==> src/rtl/move_scheduler.sv <==
// Frame-rate command scheduler: turns the per-frame button vector into game commands
// (edge actions, DAS auto-shift, soft drop, gravity) and serialises them to the move engine.
module move_scheduler #(
    parameter int DAS_DELAY        = 16,
    parameter int DAS_REPEAT       = 6,
    parameter int SOFT_DROP_PERIOD = 2
) (
    input  logic       clk,
    input  logic       reset,
    input  logic [7:0] buttons,
    input  logic       buttons_valid,
    input  logic [5:0] gravity_frames,
    output logic       cmd_valid,
    output logic [2:0] cmd,
    input  logic       cmd_ready,
    input  logic       cmd_done,
    output logic       paused
);

    localparam int DAS_W  = $clog2(DAS_DELAY + 1);
    localparam int SOFT_W = $clog2(SOFT_DROP_PERIOD + 1);

    localparam int BTN_A      = 0;
    localparam int BTN_B      = 1;
    localparam int BTN_START  = 3;
    localparam int BTN_UP     = 4;
    localparam int BTN_DOWN   = 5;
    localparam int BTN_LEFT   = 6;
    localparam int BTN_RIGHT  = 7;

    typedef enum logic [2:0] {
        CMD_NONE      = 3'd0,
        CMD_LEFT      = 3'd1,
        CMD_RIGHT     = 3'd2,
        CMD_ROT_CW    = 3'd3,
        CMD_ROT_CCW   = 3'd4,
        CMD_SOFT_DOWN = 3'd5,
        CMD_GRAVITY   = 3'd6,
        CMD_HARD_DROP = 3'd7
    } cmd_t;

    typedef enum logic [1:0] {
        ST_IDLE,
        ST_ISSUE,
        ST_WAIT_DONE
    } state_t;

    typedef enum logic [1:0] {
        DIR_NONE,
        DIR_LEFT,
        DIR_RIGHT
    } dir_t;

    // Pending flags are indexed by command code, so bit 0 does not exist.
    function automatic logic [7:1] cmd_onehot(input cmd_t c);
        logic [7:1] oh;
        for (int i = 1; i <= 7; i++) begin
            oh[i] = (c == cmd_t'(i));
        end
        return oh;
    endfunction

    function automatic cmd_t pick_cmd(input logic [7:1] p);
        cmd_t c;
        if      (p[CMD_HARD_DROP]) c = CMD_HARD_DROP;
        else if (p[CMD_ROT_CW])    c = CMD_ROT_CW;
        else if (p[CMD_ROT_CCW])   c = CMD_ROT_CCW;
        else if (p[CMD_LEFT])      c = CMD_LEFT;
        else if (p[CMD_RIGHT])     c = CMD_RIGHT;
        else if (p[CMD_SOFT_DOWN]) c = CMD_SOFT_DOWN;
        else if (p[CMD_GRAVITY])   c = CMD_GRAVITY;
        else                       c = CMD_NONE;
        return c;
    endfunction

    logic [7:0]        prev_buttons;
    logic [7:0]        rise;
    logic              pause_now;
    logic [DAS_W-1:0]  das_cnt,  das_next;
    logic [SOFT_W-1:0] soft_cnt, soft_next;
    logic [5:0]        grav_cnt, grav_next;
    logic [6:0]        grav_limit;
    dir_t              last_dir, dir_next, cur_dir;
    logic              dir_rise;
    logic [7:1]        pending, pending_next, set_req, accept_clear, pause_clear;
    state_t            state, state_next;
    cmd_t              cmd_q, cmd_next;
    logic              accept;

    assign rise       = buttons & ~prev_buttons;
    // The pausing frame itself already suppresses new requests.
    assign pause_now  = paused ^ rise[BTN_START];
    assign grav_limit = (gravity_frames == 6'd0) ? 7'd1 : {1'b0, gravity_frames};

    // NOTE: every combinational output gets a default first so no path can infer a latch.
    always_comb begin
        set_req   = '0;
        das_next  = das_cnt;
        soft_next = soft_cnt;
        grav_next = grav_cnt;
        dir_next  = last_dir;
        cur_dir   = DIR_NONE;
        dir_rise  = 1'b0;

        if (buttons[BTN_LEFT] && !buttons[BTN_RIGHT]) begin
            cur_dir  = DIR_LEFT;
            dir_rise = rise[BTN_LEFT];
        end else if (buttons[BTN_RIGHT] && !buttons[BTN_LEFT]) begin
            cur_dir  = DIR_RIGHT;
            dir_rise = rise[BTN_RIGHT];
        end

        if (buttons_valid && !pause_now) begin
            set_req[CMD_ROT_CW]    = rise[BTN_A];
            set_req[CMD_ROT_CCW]   = rise[BTN_B];
            set_req[CMD_HARD_DROP] = rise[BTN_UP];

            dir_next = cur_dir;
            if (cur_dir == DIR_NONE) begin
                das_next = '0;
            end else if (cur_dir != last_dir || dir_rise) begin
                set_req[(cur_dir == DIR_LEFT) ? CMD_LEFT : CMD_RIGHT] = 1'b1;
                das_next = '0;
            end else if (int'(das_cnt) + 1 == DAS_DELAY) begin
                set_req[(cur_dir == DIR_LEFT) ? CMD_LEFT : CMD_RIGHT] = 1'b1;
                das_next = DAS_W'(DAS_DELAY - DAS_REPEAT);
            end else begin
                das_next = das_cnt + 1'b1;
            end

            if (buttons[BTN_DOWN]) begin
                grav_next = '0;
                if (rise[BTN_DOWN]) begin
                    set_req[CMD_SOFT_DOWN] = 1'b1;
                    soft_next = '0;
                end else if (int'(soft_cnt) + 1 >= SOFT_DROP_PERIOD) begin
                    set_req[CMD_SOFT_DOWN] = 1'b1;
                    soft_next = '0;
                end else begin
                    soft_next = soft_cnt + 1'b1;
                end
            end else begin
                soft_next = '0;
                if ({1'b0, grav_cnt} + 7'd1 >= grav_limit) begin
                    set_req[CMD_GRAVITY] = 1'b1;
                    grav_next = '0;
                end else begin
                    grav_next = grav_cnt + 1'b1;
                end
            end
        end
    end

    // A command already latched into ISSUE survives a pause until it is accepted.
    always_comb begin
        accept_clear = accept ? cmd_onehot(cmd_q) : '0;
        pause_clear  = '0;
        if (buttons_valid && pause_now) begin
            pause_clear = (state == ST_ISSUE) ? ~cmd_onehot(cmd_q) : '1;
        end
        pending_next = (pending & ~(accept_clear | pause_clear)) | set_req;
    end

    always_comb begin
        state_next = state;
        cmd_next   = cmd_q;
        accept     = 1'b0;
        cmd_valid  = 1'b0;
        cmd        = cmd_q;
        case (state)
            ST_IDLE: begin
                if (|pending) begin
                    state_next = ST_ISSUE;
                    cmd_next   = pick_cmd(pending);
                end
            end
            ST_ISSUE: begin
                cmd_valid = 1'b1;
                if (cmd_ready) begin
                    accept     = 1'b1;
                    state_next = ST_WAIT_DONE;
                    cmd_next   = CMD_NONE;
                end
            end
            ST_WAIT_DONE: begin
                if (cmd_done) begin
                    state_next = ST_IDLE;
                end
            end
            default: begin
                state_next = ST_IDLE;
                cmd_next   = CMD_NONE;
            end
        endcase
    end

    // NOTE: sequential state uses non-blocking assignments so every register samples pre-edge values.
    always_ff @(posedge clk or posedge reset) begin
        if (reset) begin
            prev_buttons <= '0;
            paused       <= 1'b0;
            das_cnt      <= '0;
            soft_cnt     <= '0;
            grav_cnt     <= '0;
            last_dir     <= DIR_NONE;
        end else if (buttons_valid) begin
            prev_buttons <= buttons;
            paused       <= pause_now;
            das_cnt      <= das_next;
            soft_cnt     <= soft_next;
            grav_cnt     <= grav_next;
            last_dir     <= dir_next;
        end
    end

    always_ff @(posedge clk or posedge reset) begin
        if (reset) begin
            pending <= '0;
            state   <= ST_IDLE;
            cmd_q   <= CMD_NONE;
        end else begin
            pending <= pending_next;
            state   <= state_next;
            cmd_q   <= cmd_next;
        end
    end

endmodule

==> config.mk <==
export PLATFORM = sky130hd
export DESIGN_NAME = move_scheduler
export DESIGN_NICKNAME = d
export VERILOG_FILES = /design/src/rtl/move_scheduler.sv
export SDC_FILE = /design/constraint.sdc
export NUM_CORES = 1
export LEC_CHECK = 0
export BUFFER_PORTS_ARGS = -buffer_cell sky130_fd_sc_hd__buf_2
export CORE_ASPECT_RATIO = 1.5
export CORE_MARGIN = 2
export CORE_UTILIZATION = 58
export CTS_CLUSTER_DIAMETER = 150
export DETAILED_ROUTE_END_ITERATION = 10
export PLACE_DENSITY = 0.79
export SLEW_MARGIN = 20
export SYNTH_ARGS = -nofsm -noshare
export SYNTH_HDL_FRONTEND = slang
export SYNTH_SLANG_ARGS = --single-unit
==> constraint.sdc <==
create_clock -name clk -period 3.2 [get_ports clk]
set_input_delay 0.16 -clock clk [delete_from_list [all_inputs] [get_ports clk]]
set_output_delay 0.16 -clock clk [all_outputs]
set_load 0.02 [all_outputs]
==> parameters.txt <==
Parameter                              Value

Run status
  Result of the run    finished with violations
  Failing checks    negative hold slack

Timing
  Crit path time final    about 2.6 ns
  Min Hold Slack    -0.0461 ns
  Worst clock skew on the final layout    0.00359 ns
  Total of endpoints with negative setup slack in the final report    0
  Max-slew violation total from the final report    0
  Unrepaired setup endpoints after global routing    no
  Measured slew at the worst slew-check pin    about 0.92 ns
  Final number of hold-violating endpoints    25
  Final critical-path share of the clock period    82.3%
  Achievable frequency    around 380 MHz
  Final setup slack of the worst path    approximately 0.57 ns
  Setup Total Neg Slack    0 ns
  Slew margin rel.    between 30% and 40%

Detailed routing
  Final antenna-violating net count    0
  Drc violations    0
  Number of vias per cell after detailed routing    ~5.7
  DRT iter0 DRCs    19
  Total length of routed wires    3.94 mm
  1st-pass router iterations    4
  Wire per inst    13.9 µm
  Vias after detailed routing    1,616

Power and ir drop
  Cell Pwr Density    672 mW/mm²
  Maximum resistive drop on vdd    0.437 mV
  P_leak    1.16 nW
  Tot Pwr    about 1.5 mW

Logic synthesis
  Area share of the leading cell type in the synthesized netlist    a little over two fifths
  Number of synthesized flops with an enable pin    0
  Mean instance size in the synthesized netlist    ~9.5 µm²
  Cell count after synthesis    216
  Post-synthesis instance area    around 0.0021 mm²
  Number of library cell types mapped by synthesis    42
  Share of flip-flops with an asynchronous set or reset    100%
  Number of synthesized register bits    35
  Cell taking the most area after synthesis    sky130_fd_sc_hd__dfrtp_1
  Biggest area contributors in the synthesized netlist    sky130_fd_sc_hd__dfrtp_1 (43%), sky130_fd_sc_hd__ha_1 (7.3%), sky130_fd_sc_hd__o21ai_0 (4.9%), sky130_fd_sc_hd__nand2_1 (4.4%), sky130_fd_sc_hd__inv_1 (3.8%)
  Top_reg_cell synth    sky130_fd_sc_hd__dfrtp_1
  Count of yosys warnings during synthesis    0
  Most repeated cell in the gate-level netlist after synthesis    sky130_fd_sc_hd__dfrtp_1
  Synthesized Nets    between 200 and 250
  Proportion of synthesized chip area in sequential cells    between 40% and 50%
  Top cell types by occurrence after synthesis    sky130_fd_sc_hd__dfrtp_1 (35), sky130_fd_sc_hd__nand2_1 (24), sky130_fd_sc_hd__inv_1 (21), sky130_fd_sc_hd__o21ai_0 (20), sky130_fd_sc_hd__nor2_1 (13)

Floorplan
  Width of the die    around 53 µm
  Standard-cell rows    26
  Floorplan core area    about 0.0034 mm²
  Height of the die    77.0 µm
  Initial standard-cell utilization of the core    60.3%
  Ports placed on the boundary    24
  Die ar.    just over 0.004 mm²

Critical path
  Max Fanout on Critical Path    6
  Data arrival, critical path    about 2.9 ns
  Delay contributed by the slowest stage of the critical path    between 0.5 and 0.6 ns
  Library cell appearing most often on the critical path    sky130_fd_sc_hd__ha_1
  Crit-path cells    ha_1 > nand3_1 > xor2_1 > inv_1 > ha_1 > a21o_1 > a21oi_1 > o21ai_0 > or4b_4 > o21ai_2
  Cell at the slowest stage of the critical path    sky130_fd_sc_hd__or4b_4
  CP endpoint kind    register
  Required time reported for the critical path endpoint    around 3.4 ns
  Crit Path Category    register to register
  Startpoint type of the worst setup path    register

GRT
  Number of global-route vias before repair    roughly 1,500
  GR Util All Layers    approximately 22%
  Number of antenna violations at the first check in global routing    0
  Total grt overflow    0
  First-pass GRT wire length    approximately 6.7 mm
  Maximum number of pins on one net before global-route repair    27

CTS
  Post_cts resized    0
  Clock slew at the register clock pins of the worst setup and hold paths    0.07 ns
  Clock latency on the worst-skew pair    between 0.2 and 0.3 ns
  CTS tree    built
  Quantity of hold-fixing buffers added after cts    0
  Buffers from clock root to sink, at most    2
  Num CTS Buffers    5
  Max H-tree Level    2
  Number of buffers inserted to repair setup after CTS    0
  Root Driver    sky130_fd_sc_hd__clkbuf_8
  Number of sinks driven by the clock tree    35

Layout
  Area growth from synthesis to layout    11.7%
  Post-route core utilization    67.4%
  Number of antenna diodes    0
  Finished Layout Cells    284
  Fraction of final layout cells sized beyond drive strength 1    19.0%
  Total number of nets in the final design    roughly 270

Worst hold path
  Min-delay worst type    primary input to async pin

Place
  Cell count after placement    between 200 and 300
  Worst slack at placement    roughly 0.54 ns
  Global placer's final weighted congestion    between 0.7 and 0.8
  Placed wire-length estimate after detailed placement    around 3.0 mm
  I/O Buffers    22

Job
  Maximum Capacitance Violations    0
[kinds of logic (layout without fill, tap and decap cells)]
kind of cell,count (synthesis),after routing,synth area share [%]
simple gates,75,75,19.3
compound gates,52,52,17.2
flops,35,35,42.5
buf+inv,25,51,4.62
fa+ha+maj,12,12,7.29
mux,11,11,5.59
xor+xnor,6,6,3.46
[worst paths after layout]
check / start / to / slack [ns] / depth (start not counted)
setup / recovery: grav_cnt[0]$_DFFE_PP0P_ / grav_cnt[4]$_DFFE_PP0P_ / 0.57 / 10
hold / removal: reset / prev_buttons[5]$_DFFE_PP0P_ / -0.05 / 2
setup reg to reg: grav_cnt[0]$_DFFE_PP0P_ / grav_cnt[4]$_DFFE_PP0P_ / 0.57 / 10
hold reg to reg: prev_buttons[7]$_DFFE_PP0P_ / prev_buttons[7]$_DFFE_PP0P_ / 0.50 / 1
max in group asynchronous: reset / pending[2]$_DFF_PP0_ / 2.65 / 3
min in group clk: buttons[4] / prev_buttons[4]$_DFFE_PP0P_ / 0.09 / 3
[final cells by class]
| cell class | instances | area [µm²] |
|---|---|---|
| Fill cell | 290 | 1110 |
| Multi-Input combinational cell | 156 | 1090 |
| Sequential cell | 35 | 876 |
| Timing Repair Buffer | 23 | 118 |
| Clock buffer | 6 | 82.6 |
| Inverter | 21 | 78.8 |
| Tap cell | 42 | 52.6 |
| Clock inverter | 1 | 5.00 |
[where the power goes]
part,switching (mW),internal (mW)
combinational,0.318,0.240
clock,0.146,0.168
sequential,0.123,0.551
[sequential cells by signal, summed over array words and instances (netlist names)]
name	count
grav_cnt	6
prev_buttons	7
pending	7
last_dir	2
soft_cnt	2
state	2
das_cnt	5
cmd	3
paused	1
[per-stage QoR]
step | instance area (µm²) | hold slack, ns
CTS | 2300 | 0.0897
detailed placement | 2210 | 0.394
global route | 2300 | 0.00670
global placement | 2210 | 0.385
finish | 2300 | -0.0461
floorplan | 2060 | 0.281
[layer usage]
layer	vias up	GRT usage (%)	wire [µm]
met4	0	10.0	85
li1	808	-	-
met5	-	0	0
met3	8	3.50	92
met2	19	38.6	2110
met1	781	25.1	1650
[worst max-delay path, delay by kind of cell, from the launching register on]
kind	cells	cell delay, ns
AO/OA/AOI/OAI	4	0.60
XOR/XNOR	1	0.22
adder cells (fa/ha/maj)	2	0.58
buffers and inverters	1	0.07
flip-flops	1	0.44
AND/OR/NAND/NOR	2	0.65
[cells in the final DEF (no fill, tap or decap), types with 2 or more instances in the layout]
cell type,netlist,final
sky130_fd_sc_hd__a22o_1,4,4
sky130_fd_sc_hd__nand2_1,24,24
sky130_fd_sc_hd__a21o_1,4,4
sky130_fd_sc_hd__dfrtp_1,35,35
sky130_fd_sc_hd__ha_1,12,12
sky130_fd_sc_hd__inv_1,21,20
sky130_fd_sc_hd__a21oi_1,6,6
sky130_fd_sc_hd__xor2_1,4,4
sky130_fd_sc_hd__mux2_2,4,4
sky130_fd_sc_hd__nand2b_1,3,3
sky130_fd_sc_hd__mux2i_1,7,7
sky130_fd_sc_hd__and3_1,2,2
sky130_fd_sc_hd__nor3_1,3,3
sky130_fd_sc_hd__nor2_1,13,13
sky130_fd_sc_hd__buf_2,1,22
sky130_fd_sc_hd__nor2b_1,6,6
sky130_fd_sc_hd__nor4_1,2,2
sky130_fd_sc_hd__clkbuf_8,0,6
sky130_fd_sc_hd__nand3_1,5,5
sky130_fd_sc_hd__o21ai_2,5,5
sky130_fd_sc_hd__a31o_2,3,3
sky130_fd_sc_hd__a32o_1,3,3
sky130_fd_sc_hd__o21ai_0,20,20
sky130_fd_sc_hd__nand3b_1,5,5
sky130_fd_sc_hd__nor3b_1,2,2
sky130_fd_sc_hd__nand4_1,4,4
No activity file was read; power rests on OpenSTA's default activity.
